$ cat config.mk
export PLATFORM = sky130hd
export DESIGN_NAME = ft_rx_fifo_writer
export DESIGN_NICKNAME = d
export VERILOG_FILES = /design/src/rtl/ft_rx_fifo_writer.sv
export SDC_FILE = /design/constraint.sdc
export NUM_CORES = 1
export LEC_CHECK = 0
export CAP_MARGIN = 20
export CORE_UTILIZATION = 44
export CTS_CLUSTER_DIAMETER = 200
export DETAILED_ROUTE_END_ITERATION = 7
export PLACE_DENSITY = 0.74
export SYNTH_ARGS = -nofsm -noshare
export SYNTH_HDL_FRONTEND = slang
export SYNTH_SLANG_ARGS = --single-unit
$ cat constraint.sdc
create_clock -name wclk -period 2.07 [get_ports wclk]
set_clock_uncertainty 0.1 [all_clocks]
set_input_delay 0.414 -clock wclk [delete_from_list [all_inputs] [get_ports wclk]]
set_output_delay 0.414 -clock wclk [all_outputs]
set_load 0.01 [all_outputs]
$ cat src/rtl/ft_rx_fifo_writer.sv
// ft_rx_fifo_writer: pulls bytes from the FT2232H sync-FIFO host port into the dual-clock FIFO write port
module ft_rx_fifo_writer #(
    parameter int DSIZE = 8,
    parameter int CNT_W = 32
) (
    input  logic             wclk,
    input  logic             wrst_n,
    input  logic             en_i,
    input  logic             ft_rxf_n_i,
    input  logic [DSIZE-1:0] ft_data_i,
    output logic             ft_oe_n_o,
    output logic             ft_rd_n_o,
    output logic             wr_en_o,
    output logic [DSIZE-1:0] wr_data_o,
    input  logic             wr_full_i,
    input  logic             wr_awfull_i,
    output logic             busy_o,
    output logic [CNT_W-1:0] rx_count_o
);
    typedef enum logic [1:0] {IDLE, OE, READ} state_t;
    state_t state, state_next;
    logic [1:0] cnt, cnt_next, pos;
    logic [DSIZE-1:0] skid0, skid1;
    logic capture, start, stop;

    assign capture   = !ft_rd_n_o && !ft_rxf_n_i;
    assign wr_en_o   = (cnt != 2'd0) && !wr_full_i;
    assign wr_data_o = skid0;
    assign cnt_next  = cnt + {1'b0, capture} - {1'b0, wr_en_o};
    assign pos       = cnt - {1'b0, wr_en_o};
    assign busy_o    = (state != IDLE) || (cnt != 2'd0);
    assign start     = en_i && !ft_rxf_n_i && cnt == 2'd0 && !wr_full_i && !wr_awfull_i;
    assign stop      = ft_rxf_n_i || cnt_next == 2'd2 || wr_full_i || wr_awfull_i || !en_i;

    // next state: one turnaround cycle with OE# low before RD# is pulled
    always_comb begin
        state_next = IDLE;
        state_next = state == IDLE ? (start ? OE : IDLE) :
                     state == OE   ? (ft_rxf_n_i ? IDLE : READ) :
                     state == READ ? (stop ? IDLE : READ) : IDLE;
    end

    // state register; host strobes are registered straight from the next state
    always_ff @(posedge wclk or negedge wrst_n) begin
        if (!wrst_n) begin
            state     <= IDLE;
            ft_oe_n_o <= 1'b1;
            ft_rd_n_o <= 1'b1;
        end else begin
            state     <= state_next;
            ft_oe_n_o <= state_next == IDLE;
            ft_rd_n_o <= state_next != READ;
        end
    end

    // skid buffer: a drain shifts the tail to the head, a capture lands behind whatever remains
    always_ff @(posedge wclk or negedge wrst_n) begin
        if (!wrst_n) begin
            cnt        <= '0;
            skid0      <= '0;
            skid1      <= '0;
            rx_count_o <= '0;
        end else begin
            cnt        <= cnt_next;
            rx_count_o <= rx_count_o + CNT_W'(capture);
            if (wr_en_o) skid0 <= skid1;
            if (capture && pos == 2'd0) skid0 <= ft_data_i;
            if (capture && pos != 2'd0) skid1 <= ft_data_i;
        end
    end
endmodule

# Word-level counts from Yosys, hierarchy flattened
# Index checks and enable logic that the tools add are counted.
[totals]
inputBits = 14
wordCells = 49
ff_bits = 54
mem_bits_rw = 0
memories = 0
latchBits = 0
out_inout_bits = 44
romBits = 0
[op_classes]
muxes = 8
n_eq_ne = 4
n_addsub = 4
n_mul = 0
n_reduce_logical = 26
bitwise = 0
n_shift = 0
magnitude_cmp = 0
div = 0
[op_table]
columns = ["op", "count"]
rows = [
  ["adder 32 x 1 -> 32 bit", 1],
  ["2-to-1 mux 8 bit", 2],
  ["2-to-1 mux 2 bit", 5],
  ["logical AND 1 bit", 8],
  ["zero test 2 bit", 4],
  ["nonzero test 2 bit", 4],
  ["zero test 1 bit", 5],
  ["logical OR 1 bit", 5],
  ["equality test 2 bit (second input constant)", 2],
  ["subtractor 2 x 1 -> 2 bit", 2],
  ["adder 2 x 1 -> 2 bit", 1],
  ["equality test 2 x 1 -> 1 bit (second input constant)", 1],
  ["!= test 2 bit (second input constant)", 1],
  ["2-to-1 mux 1 bit", 1],
]

# Longest topological paths before layout
# Gate-level depths: netlist of the first run.
[depth]
depth_word = 14
mapped_depth = 10
mapped_depth_nobuf = 9

# Least setup slack after synthesis of the first run
# OpenSTA, ideal clock, no wires.
[synth_path]
path_kind = "reg2reg"
startpoint = "reg cnt[1]"
endpoint = "reg ft_oe_n_o"
period_less_slack_ns = 2.138
slack_ns = -0.068
path_buffers = 1
path_stages_with_launch = 11
t_arrival_ns = 1.952
setup_time_ns = 0.086
required_ns = 1.884
path_cell_list = "dfrtp_1 o21bai_1 buf_2 inv_1 ha_1 inv_1 ha_1 xnor3_1 o211ai_1 o21ai_0 nor2_1"
[synth_via]
elab_chain_len = 13
elab_cells_between_ends = 19
cone_classes = "add/sub (2); eq/ne (1); mux (5); reduce/logical (11)"
[synth_rtl]
columns = ["item", "line", "source"]
rows = [
  ["from (decl)", "22", "logic [1:0] cnt, cnt_next, pos;"],
  ["from (signal assigned)", "64", "cnt <= cnt_next;"],
  ["nonzero test 2 bit", "27", "assign wr_en_o = (cnt != 2'd0) && !wr_full_i;"],
  ["logical AND 1 bit", "27", ""],
  ["named net wr_en_o", "13", "output logic wr_en_o,"],
  ["subtractor 2 x 1 -> 2 bit", "29", "assign cnt_next = cnt + {1'b0, capture} - {1'b0, wr_en_o};"],
  ["equality test 2 bit", "33", "assign stop = ft_rxf_n_i || cnt_next == 2'd2 || wr_full_i || wr_awfull_i || !en_i;"],
  ["logical OR 1 bit (4 in series)", "33", ""],
  ["2-to-1 mux 2 bit (2 in series)", "40", "state == READ ? (stop ? IDLE : READ) : IDLE;"],
  ["2-to-1 mux 2 bit", "39", "state == OE ? (ft_rxf_n_i ? IDLE : READ) :"],
  ["2-to-1 mux 2 bit", "38", "state_next = state == IDLE ? (start ? OE : IDLE) :"],
  ["named net state_next[1]", "21", "state_t state, state_next;"],
  ["zero test 2 bit", "51", "ft_oe_n_o <= state_next == IDLE;"],
  ["to (signal assigned)", "47", "ft_oe_n_o <= 1'b1;"],
  ["to (signal assigned)", "51", ""],
  ["to (decl)", "11", "output logic ft_oe_n_o,"],
]
# The timed path passes the listed nets, and every way through them passes these cells.
# A chain may end at the register's enable or synchronous reset.

# Worst setup path in the final report of the first run
[layout_path]
startpoint = "in wr_full_i"
endpoint = "reg ft_oe_n_o"
[layout_via]
elab_chain_len = 13
elab_cells_between_ends = 16
cone_classes = "add/sub (1); eq/ne (1); mux (5); reduce/logical (9)"
[layout_rtl]
columns = ["item", "line", "source"]
rows = [
  ["from (decl)", "15", "input logic wr_full_i,"],
  ["zero test 1 bit", "27", ""],
  ["logical AND 1 bit", "27", ""],
  ["subtractor 2 x 1 -> 2 bit", "29", ""],
  ["equality test 2 bit", "33", ""],
  ["logical OR 1 bit", "33", ""],
  ["logical OR 1 bit (*) (3 in series)", "33", ""],
  ["2-to-1 mux 2 bit (*) (2 in series)", "40", ""],
  ["2-to-1 mux 2 bit (*)", "39", ""],
  ["2-to-1 mux 2 bit (*)", "38", ""],
  ["named net state_next[1]", "21", ""],
  ["zero test 2 bit (*)", "51", ""],
]
# The timed path passes the listed nets; every way through them passes the cells marked *.

==> results.md, run 1 <==
* Run status: completed
* Post-synth top area share at 54.9%
* R2r setup slk at approximately 0.060 ns
* Clock transition at path regs at approximately 0.090 ns
* TritonCTS clock tree: done
* DR pass1 iterations at 4
* Clock network power share at about a quarter
* Cell Pwr Density at roughly 730 nW/µm²
* Detailed-route DRC error count at 0
* Clk buf depth at 2
* First-pass GRT wire length at 7910 µm
* Final GP Congestion at 0.733
* Critical path's largest stage delay at around 0.48 ns
* Worst R2R End: ft_oe_n_o$_DFF_PN1_
* Comb power frac at a little under a quarter
* Post-synth ARST share at 100%
* Power, Total at roughly 2.4 mW
* Area growth from synthesis to layout at 41.5%
* RSZ-0062 raised after global routing: true
* Final wirelength at roughly 4800 µm
* Bufs and invs on worst path at 3
* Setup TNS at 0 ns
* Crit-path max FO at 3
* Via count at 1,738
* Initial DRC Count at 71
* CP delay by family, top: buffers and inverters
* Slew HR at a little over two thirds
* WL per Instance at roughly 14 µm
* Fin nets at roughly 290
* Final Setup Violations at 0
* Switching fraction of total power at between 20% and 30%
* Chip height at 75.4 µm
* Worst Hold Class: reg -> reg
* Max Clock Freq at around 490 MHz
* Sequential fraction of the synthesis area at a little under three fifths
* Core Region at 5140 µm²
* P_int at between 1.5 and 2 mW
* Hold Fails Final Rpt at 0
* Largest net degree at the start of global routing at 29
* Io pins at 58
* Data required, critical path at roughly 2.2 ns
* Total of max-cap violations at 0
* Reg2Reg Depth at 9
* Final hold slack at ~0.38 ns
* H-tree depth at 2
* Vias in the first global route at 1,732
* P_leak at between 1.5 and 2 nW
* Clock Sinks at 54
* Worst setup path endpoint: ft_oe_n_o$_DFF_PN1_
* Post-synthesis compound-gate area fraction at approximately 2.7%
* Synthesized area at around 2400 µm²
* Worst setup SP type: input pin
* Die ar. at 5690 µm²
* CP startpoint: wr_full_i
* Mapped Cells at approximately 200
* Crit-path slowest cell: clkdlybuf4s50_1
* Post-DP HPWL at ~3400 µm
* Period utilization at 99.2%
* Period minus WS final at approximately 2 ns
* Global-route total usage across every layer at a little under a fifth
* Synth Net Count at roughly 210
* Avg Inst Size Synth at about 12 µm²
* Reg power frac at around 52%
* Top post-synthesis cells by area: dfrtp_1 55%, xnor2_1 8.1%, mux2_2 3.8%
* CP endpoint kind: flip-flop
* Vias per inst at between 5 and 6
* YS warnings at 0
* Reg2reg start: ft_rd_n_o$_DFF_PN1_
* Main combinational cell family by area after synthesis: simple AND/OR/NAND/NOR gates
* IO Port Bufs at 57
* CP Depth at 10
* Antenna viol nets, final at 0
* Slew Limit Fails at 0
* CTS buffer count at 5
* Sequence of cells on the critical path: clkdlybuf4s50_1 > o21bai_4 > inv_2 > ha_4 > inv_1 > ha_1 > xnor3_1 > o211ai_1 > o21ai_2 > nor2_1
* Top_reg_cell synth: dfrtp_1
* Antenna diodes at 0
* Simple-gate portion of the synthesized area at between 10% and 20%
* Mux contribution to synthesized area at under 10%
* Post-Synth XOR/XNOR Area at between 10% and 20%
* Distinct cell type count after synthesis at 31
* NetSw at about 0.64 mW
* Yosys reg bits at 54
* Initial antenna violation count at 0
* Post-synthesis adder-cell area fraction at under 10%
* CP Data Arrival Time at roughly 2.2 ns
* Worst-Skew Late Latency at between 0.2 and 0.3 ns
* Setup CP Type: in -> reg
* Clock Tree Root: clkbuf_8
* Share of cells above drive strength 1 at between 20% and 30%
* Cell taking the most area after synthesis: dfrtp_1
* Max VDD drop at approximately 520 µV
* Post-synth EDFFs at 0
* Gr ovfl total at 0
* Worst-margin pin slew at about 0.44 ns
* Initial core utilization at between 40 and 50%
* Row Count at 26
* Die width at between 70 and 80 µm
==> Yosys cell counts (2+ instances only) <==
cell type	instances
nor4_1	2
mux2_2	8
mux2i_1	8
buf_2	5
nand2_1	14
nor3_1	2
and2_1	4
nor2_1	5
xor2_1	8
inv_1	7
dfstp_2	2
o21ai_0	9
dfrtp_1	52
xnor2_1	22
and3_1	3
ha_1	4
nand4_1	11
and4_1	5
nand3_1	12
==> state kept, by name, indices dropped and copies added, names as in the netlist <==
signal / count
state: 2
rx_count_o: 32
ft_rd_n_o: 1
ft_oe_n_o: 1
skid1: 8
cnt: 2
wr_data_o: 8
==> power by group through the flow <==
stage	registers, mW	clock network (mW)	logic [mW]
6_report	1.27	0.585	0.584
3_3_place_gp	1.27	0	0.503
4_1_cts	1.26	0.605	0.538
5_1_grt	1.29	0.657	0.637
3_5_place_dp	1.28	0	0.514
2_1_floorplan	1.29	0	0.225
==> area by class of cell <==
type                            count  area, µm²
Fill cell                         457       1780
Clock inverter                      1       5.00
Timing Repair Buffer               77        752
Inverter                            7       28.8
Multi-Input combinational cell    129       1040
Sequential cell                    54       1350
Tap cell                           70       87.6
Clock buffer                        7       86.3
==> per-stage QoR <==
step                utilization, %  area, µm²  setup slack (ns)  cells
floorplan                        -       2410         -0.000781    195
global placement              61.8       3180            -0.484    332
detailed placement            61.8       3180            -0.553    332
CTS                           64.2       3300           -0.0133    342
global route                  65.3       3360           -0.0742    345
finish                        65.3       3360            0.0168    345
==> placed cells by master (no fill, tap or decap), types with 3 or more instances in the layout <==
cell             synthesis  final
mux2i_1                  8      8
inv_1                    7      5
mux2_2                   8      8
xor2_1                   8      8
and4_1                   5      4
o21ai_0                  9      8
ha_4                     0      3
buf_4                    0     16
and2_1                   4      4
nor2_1                   5      5
dlygate4sd2_1            0      3
nand3_1                 12     12
xnor2_1                 22     22
clkdlybuf4s50_1          0     53
dfrtp_1                 52     52
buf_12                   0      3
nand4_1                 11     11
clkbuf_8                 0      6
nand2_1                 14     14
==> worst min-delay path by stage <==
| stage | slack [ns] | endpoint | start | cells past startpoint |
|---|---|---|---|---|
| after global routing | 0.39 | rx_count_o[31]$_DFF_PN0_ | rx_count_o[31]$_DFF_PN0_ | 1 |
| after floorplan | 0.02 | cnt[0]$_DFF_PN0_ | wrst_n | 0 |
| after CTS | 0.39 | rx_count_o[31]$_DFF_PN0_ | rx_count_o[31]$_DFF_PN0_ | 1 |
| after global placement | 0.21 | rx_count_o[19]$_DFF_PN0_ | wrst_n | 1 |
| after detailed placement | 0.22 | rx_count_o[19]$_DFF_PN0_ | wrst_n | 1 |
| final | 0.38 | rx_count_o[31]$_DFF_PN0_ | rx_count_o[31]$_DFF_PN0_ | 1 |
==> cell families after synthesis <==
| family | after synthesis |
|---|---|
| multiplexers | 16 |
| XOR/XNOR | 31 |
| AND/OR/NAND/NOR | 66 |
| buffers and inverters | 12 |
| adder cells (fa/ha/maj) | 4 |
| AO/OA/AOI/OAI | 12 |
| flip-flops | 54 |
==> routing by layer <==
metal	track usage [%]	wire [µm]	share of wire [%]	vias up
li1	-	-	-	834
met1	24.5	2250	47	868
met2	31.3	2360	49	34
met3	2.78	135	2.8	2
met4	5.56	33	0.69	0
met5	0	0	0	-
==> what timing repair did <==
action	CTS	global route
buffers inserted	1	3
setup endpoints to repair	26	11
pin swaps	3	7
hold buffers	1	0
resized for setup	8	8
hold endpoints to repair	10	0
==> worst register-to-register path, stage by stage, from the launching register on <==
cell and delay, ns:
dfstp_2 0.38, or2_4 0.24, buf_4 0.15, ha_4 0.25, inv_1 0.03, ha_1 0.17
xnor3_1 0.20, o211ai_1 0.23, o21ai_2 0.09, nor2_1 0.12
(Power assumes the default switching activity.)
==> run 2, diff against run 1 <==
- CORE_UTILIZATION: 44 -> 56
- DONT_BUFFER_PORTS: unset -> 1
- PLACE_DENSITY: 0.74 -> 0.73
==> run 2 against run 1 <==
  * Register-to-register slack improved by 0.02 ns
  * Fmax rose by 3.2%
  * Combinational power fell by 32%
  * Clock power fell by 4.1%
  * Critical path type is now reg -> reg
  * Largest cell class unchanged
==> results.md, run 2 (synthesis results as in run 1) <==
* Filler cells at about 310
* Worst Hold End: wr_data_o[7]$_DFFE_PN0P_
* Reg2reg start: cnt[0]$_DFF_PN0_
* Worst setup SP type: flip-flop
* Period utilization at 96.1%
* Largest net degree at the start of global routing at 55
* Worst R2R End: ft_oe_n_o$_DFF_PN1_
* Final setup margin at 0.0808 ns
* Biggest register: rx_count_o
* Reg2Reg Depth at 9
* H-tree depth at 2
* TritonCTS clock tree: done
* Setup WS pre-CTS at -0.122 ns
* Worst-Skew Late Latency at between 0.3 and 0.4 ns
* Post-DP HPWL at about 3400 µm
* Via count at approximately 1,500
* Clock Tree Root: clkbuf_8
* Final wirelength at between 4000 and 5000 µm
* Commonest non-fill, non-tap cell in the layout: dfrtp_1
* Worst-margin pin slew at 0.489 ns
* Initial core utilization at roughly three fifths
* RSZ-0062 raised after global routing: true
* P_leak at around 1.3 nW
* CP endpoint kind: flip-flop
* Row Count at 23
* Fin nets at about 230
* Cell Pwr Density at just over 800 nW/µm²
* Gr ovfl total at 0
* Die ar. at 4500 µm²
* Hold Fails Final Rpt at 0
* Slew Limit Fails at 0
* Worst Hold Class: in -> reg
* Final GP Congestion at around 0.8
* Detailed-route DRC error count at 0
* First-pass GRT wire length at between 7000 and 8000 µm
* Crit-path max FO at 4
* Slew HR at roughly two thirds
* Clk buf depth at 2
* Final Setup Violations at 0
* Run status: completed
* Antenna viol nets, final at 0
* Max VDD drop at around 670 µV
* Clock transition at path regs at around 0.090 ns
* Final hold slack at 0.124 ns
* DR pass1 iterations at 4
* CP Data Arrival Time at about 2.1 ns
* Initial antenna violation count at 0
* Total of max-cap violations at 0
* Core Util, Final at between 60 and 70%
* Cells after DPL at 248
* WL per Instance at roughly 18 µm
* Most frequent cells in the layout: 52 x dfrtp_1, 21 x xnor2_1, 14 x nand2_1, 12 x buf_4
* Largest register FFs at 32
* Finished Layout Cells at ~260
* Setup TNS at 0 ns
* CTS buffer count at 5
* R2r setup slk at roughly 0.08 ns
* Io pins at a little under 60
* Global-route total usage across every layer at between 20% and 30%
* Die width at approximately 67 µm
* Core Region at between 4000 and 5000 µm²
* Hold Path Stages at 2
* Vias in the first global route at about 1,600
* Chip height at between 60 and 70 µm
* Antenna diodes at 0
* Share of cells above drive strength 1 at 23.5%
* Setup CP Type: reg -> reg
* Worst Hold Launch: ft_data_i[7]
* Clock Sinks at 54
* Period minus WS final at just under 2 ns
* Vias per inst at a little under 6
* IO Port Bufs at 0
* Data required, critical path at about 2.2 ns
* Area growth from synthesis to layout at 14.5%
* Initial DRC Count at 79
* Max Clock Freq at 503 MHz
==> run 2: cell count changes in the layout (fill, tap and decap cells not counted), sizes merged <==
cell           before  now
clkinv              1    0
clkinvlp            0    2
buf                20   15
clkbuf              7    5
clkdlybuf4s50      53    0
dlygate4sd2         3    0
==> run 2: layout make-up <==
class	count	area, µm²	share of cell area, %
Clock buffer	5	68.8	2.53
Clock inverter	2	15.0	0.553
Inverter	7	26.3	0.968
Multi-Input combinational cell	129	1040	38.2
Sequential cell	54	1350	49.9
Tap cell	50	62.6	2.30
Timing Repair Buffer	16	150	5.53
==> run 2: per-layer routing <==
layer	up-vias	part of all wire, %	track usage [%]
met5	-	0	0
met4	0	0.98	7.18
met3	4	6.6	7.88
met2	41	51	37.3
met1	765	41	27.6
li1	712	-	-
==> run 2: worst max-delay path by stage <==
stage                             start                       end  slack, ns  cells past startpoint
finish                 cnt[0]$_DFF_PN0_       ft_oe_n_o$_DFF_PN1_       0.08                      9
global route           cnt[0]$_DFF_PN0_       ft_oe_n_o$_DFF_PN1_     -0.002                      9
CTS                 ft_rd_n_o$_DFF_PN1_  rx_count_o[31]$_DFF_PN0_      0.008                      8
detailed placement           ft_rxf_n_i  rx_count_o[24]$_DFF_PN0_      -0.12                      8
global placement             ft_rxf_n_i  rx_count_o[16]$_DFF_PN0_      -0.04                      8
floorplan              cnt[1]$_DFF_PN0_       ft_oe_n_o$_DFF_PN1_    -0.0008                     10
==> run 2: worst max-delay path: stages, from the launching register on <==
cell and delay [ns]:
dfrtp_1 0.42, o21bai_1 0.19, inv_1 0.08, ha_1 0.28, inv_1 0.06, ha_1 0.15, xnor3_1 0.24, o211ai_1 0.23
o21ai_2 0.09, nor2_1 0.09
==> run 2: timing repair <==
item / CTS / global route
endpoints found under the hold margin: 54 / 0
pin swaps: 0 / 5
hold buffers: 2 / 0
setup endpoints to repair: 11 / 22
buffers inserted: 0 / 6
gates resized for setup: 4 / 10
==> run 2: stage by stage <==
step / total power, mW / cell area, µm²
after floorplan: 1.52 / 2410
after global placement: 1.57 / 2500
after detailed placement: 1.61 / 2500
after CTS: 2.19 / 2630
after global routing: 2.37 / 2720
final: 2.25 / 2720
==> run 2: report_power, final <==
group | total [mW] | internal (mW) | switching [mW]
Clock | 0.561 | 0.231 | 0.329
Combinational | 0.396 | 0.225 | 0.171
Sequential | 1.30 | 1.17 | 0.125
Total | 2.25 | 1.63 | 0.625
==> patch, RTL diff (flow settings as in run 1) <==
Put one more register stage on the output `rx_count_o`, with the module's reset. The value now appears one clock later. The other outputs are not delayed to match.
--- a/src/rtl/ft_rx_fifo_writer.sv
+++ b/src/rtl/ft_rx_fifo_writer.sv
@@ -20,2 +20,4 @@
     typedef enum logic [1:0] {IDLE, OE, READ} state_t;
+
+    logic [CNT_W-1:0] rx_count_s0;
     state_t state, state_next;
@@ -61,6 +63,6 @@
             skid1      <= '0;
-            rx_count_o <= '0;
+            rx_count_s0 <= '0;
         end else begin
             cnt        <= cnt_next;
-            rx_count_o <= rx_count_o + CNT_W'(capture);
+            rx_count_s0 <= rx_count_s0 + CNT_W'(capture);
             if (wr_en_o) skid0 <= skid1;
@@ -70,2 +72,10 @@
     end
+    always_ff @(posedge wclk or negedge wrst_n) begin
+        if (!wrst_n) begin
+            rx_count_o <= '0;
+        end else begin
+            rx_count_o <= rx_count_s0;
+        end
+    end
+
 endmodule
Check against the original RTL: not equivalent (Yosys sat finds a counterexample within 4 cycles, from zero or initial values and one cycle with wrst_n low).
==> patch against run 1 <==
  * Sequential share of layout area up 10 points
  * Via count up 15%
  * Synthesized area up 34%
  * Total power up 51%
  * Routed wire length up 23%
  * Final area up 28%
  * Critical path depth down 3
  * Sequential cell count up 32
  * Worst setup slack better by 68 ps
  * Critical path type is now flip-flop to flip-flop
  * Highest routed layer unchanged
==> patch: results (changes against run 1) <==
stage;metric;value;unit;change
placement;portBuffers;57;;unchanged
global_routing;gr-total-overflow;0;;unchanged
cts;clk_path_buf_depth;2;;unchanged
synthesis;synth_warnings;0;;unchanged
routing;avgRoutedWirePerCell;14.4;um;+3.9%
sta;relSlewSlack;59.9;%;-11 points
placement;gp_congestion;0.731;;-0.31%
synthesis;netlist_top_cells_area;dfrtp_1, xnor2_1, mux2_2;;
outcome;outcome;complete, no violations;;
global_routing;antenna_found_initial;0;;unchanged
cts;cts_max_level;3;;+1
synthesis;seq_area_frac_synth;67.9;%;+11 points
finish;top_regs;rx_count_o (32), rx_count_s0 (32);;
sta;slew_violations;0;;unchanged
power_and_ir_drop;ir_drop;604;uV;+15%
min_path;hold_path.class;flip-flop to flip-flop;;
cts;clock-root-buffer;clkbuf_8;;
finish;fin_nets;327;;+12%
synthesis;yosys_most_used_dff;dfrtp_1;;
routing;drt_iter0_drc;85;;+20%
placement;pre_cts_slack;-601;ps;-47.8 ps
worst_setup_path;cp_max_fo;3;;unchanged
global_routing;first_global_vias;1936;;+12%
power_and_ir_drop;leakage;0.00202;uW;+32%
global_routing;grtUsageTotal;17.4;%;-0.98 points
cts;insertion_delay;360;ps;+70 ps
placement;place_hpwl;4.07;mm;+19%
cts;path_clk_slew;90;ps;about the same
global_routing;grt_pass1_wl;9.66;mm;+22%
cts;cts_buffers;9;;+4
worst_setup_path;cp.arrival;2170;ps;
routing;firstDrtPassIters;4;;unchanged
finish;diodes;0;;unchanged
routing;via_per_inst;4.86;;-3.6%
finish;nFillCells;513;;+12%
global_routing;grt_max_degree;51;;+76%
synthesis;synthArstFlopShare;100;%;unchanged
synthesis;syn_nets;245;;+15%
synthesis;synth_cell_type_count;31;;unchanged
placement;place_area;0.00400;mm^2;+26%
synthesis;yosys-top-cells-count;dfrtp_1, xnor2_1, nand2_1, nand3_1, nand4_1;;
power_and_ir_drop;intPower;2720;uW;+51%
finish;drive_gt1_share;21.0;%;+0.66 points
patch: path summary, 6_finish.rpt:
check / from / endpoint / slack, ps / cells past startpoint
setup / recovery: ft_rd_n_o$_DFF_PN1_ / rx_count_s0[23]$_DFF_PN0_ / 80 / 7
hold / removal: rx_count_s0[31]$_DFF_PN0_ / rx_count_o[31]$_DFF_PN0_ / 310 / 0
setup reg to reg: ft_rd_n_o$_DFF_PN1_ / rx_count_s0[23]$_DFF_PN0_ / 80 / 7
hold reg to reg: rx_count_s0[31]$_DFF_PN0_ / rx_count_o[31]$_DFF_PN0_ / 310 / 0
max in group asynchronous: wrst_n / skid1[3]$_DFFE_PN0P_ / 710 / 3
min in group asynchronous: wrst_n / state[0]$_DFF_PN0_ / 510 / 2
patch: power by group through the flow:
stage / clock network [uW] / logic [uW] / registers, uW
2_1_floorplan: 0 / 223 / 1940
3_3_place_gp: 0 / 535 / 1920
3_5_place_dp: 0 / 545 / 1930
4_1_cts: 1230 / 558 / 1900
5_1_grt: 1300 / 638 / 1920
6_report: 1200 / 577 / 1910
patch: critical path: stages (launching register included):
cell	delay, ps
dfstp_2	380
or2_4	240
inv_4	70
ha_4	140
and4_4	230
nand4_1	180
nor4_2	360
xor2_1	210
patch: metrics by stage:
stage,instances,setup TNS (ps),hold WS [ps],utilization (%),power [uW]
2_1_floorplan,227,-0.781,18.4,-,2170
3_3_place_gp,391,-12030,267,58.2,2450
3_5_place_dp,391,-13470,283,58.2,2470
4_1_cts,408,0,309,61.9,3690
5_1_grt,410,-49.3,318,62.4,3860
6_report,410,0,306,62.4,3680
patch: layer usage:
layer / part of all wire (%) / vias up / GRT usage, %
met4: 2.2 / 0 / 9.55
li1: - / 955 / -
met3: 3.4 / 10 / 4.08
met1: 45 / 991 / 22.8
met5: 0 / - / 0
met2: 50 / 35 / 26.9
patch: area by class of cell:
class / instances / area share (%)
clock buffer: 9 / 2.89
clock inverter: 7 / 1.84
inverter: 7 / 0.671
multi-input combinational: 129 / 24.3
sequential: 86 / 50.3
tap: 96 / 2.80
timing repair buffer: 76 / 17.2
patch: kinds of logic (layout without fill, tap and decap cells):
logic type                 count (synthesis)  count (layout)  share of synthesized area, %
and+or+nand+nor                           66              66                          12.5
AOI/OAI and AO/OA                         12              12                          2.05
muxes                                     16              16                          5.36
xor gates and xnor gates                  31              31                          8.99
buffers and inverters                     12              99                          1.62
DFF                                       86              86                          67.9
adders and majority gates                  4               4                          1.58
patch: repair_timing:
item | 4_1_cts | 5_1_grt
hold endpoints to repair | 45 | 0
hold buffers | 1 | 0
gates resized for setup | 12 | 11
setup endpoints to repair | 27 | 19
pin swaps | 4 | 8
buffers inserted | 1 | 2
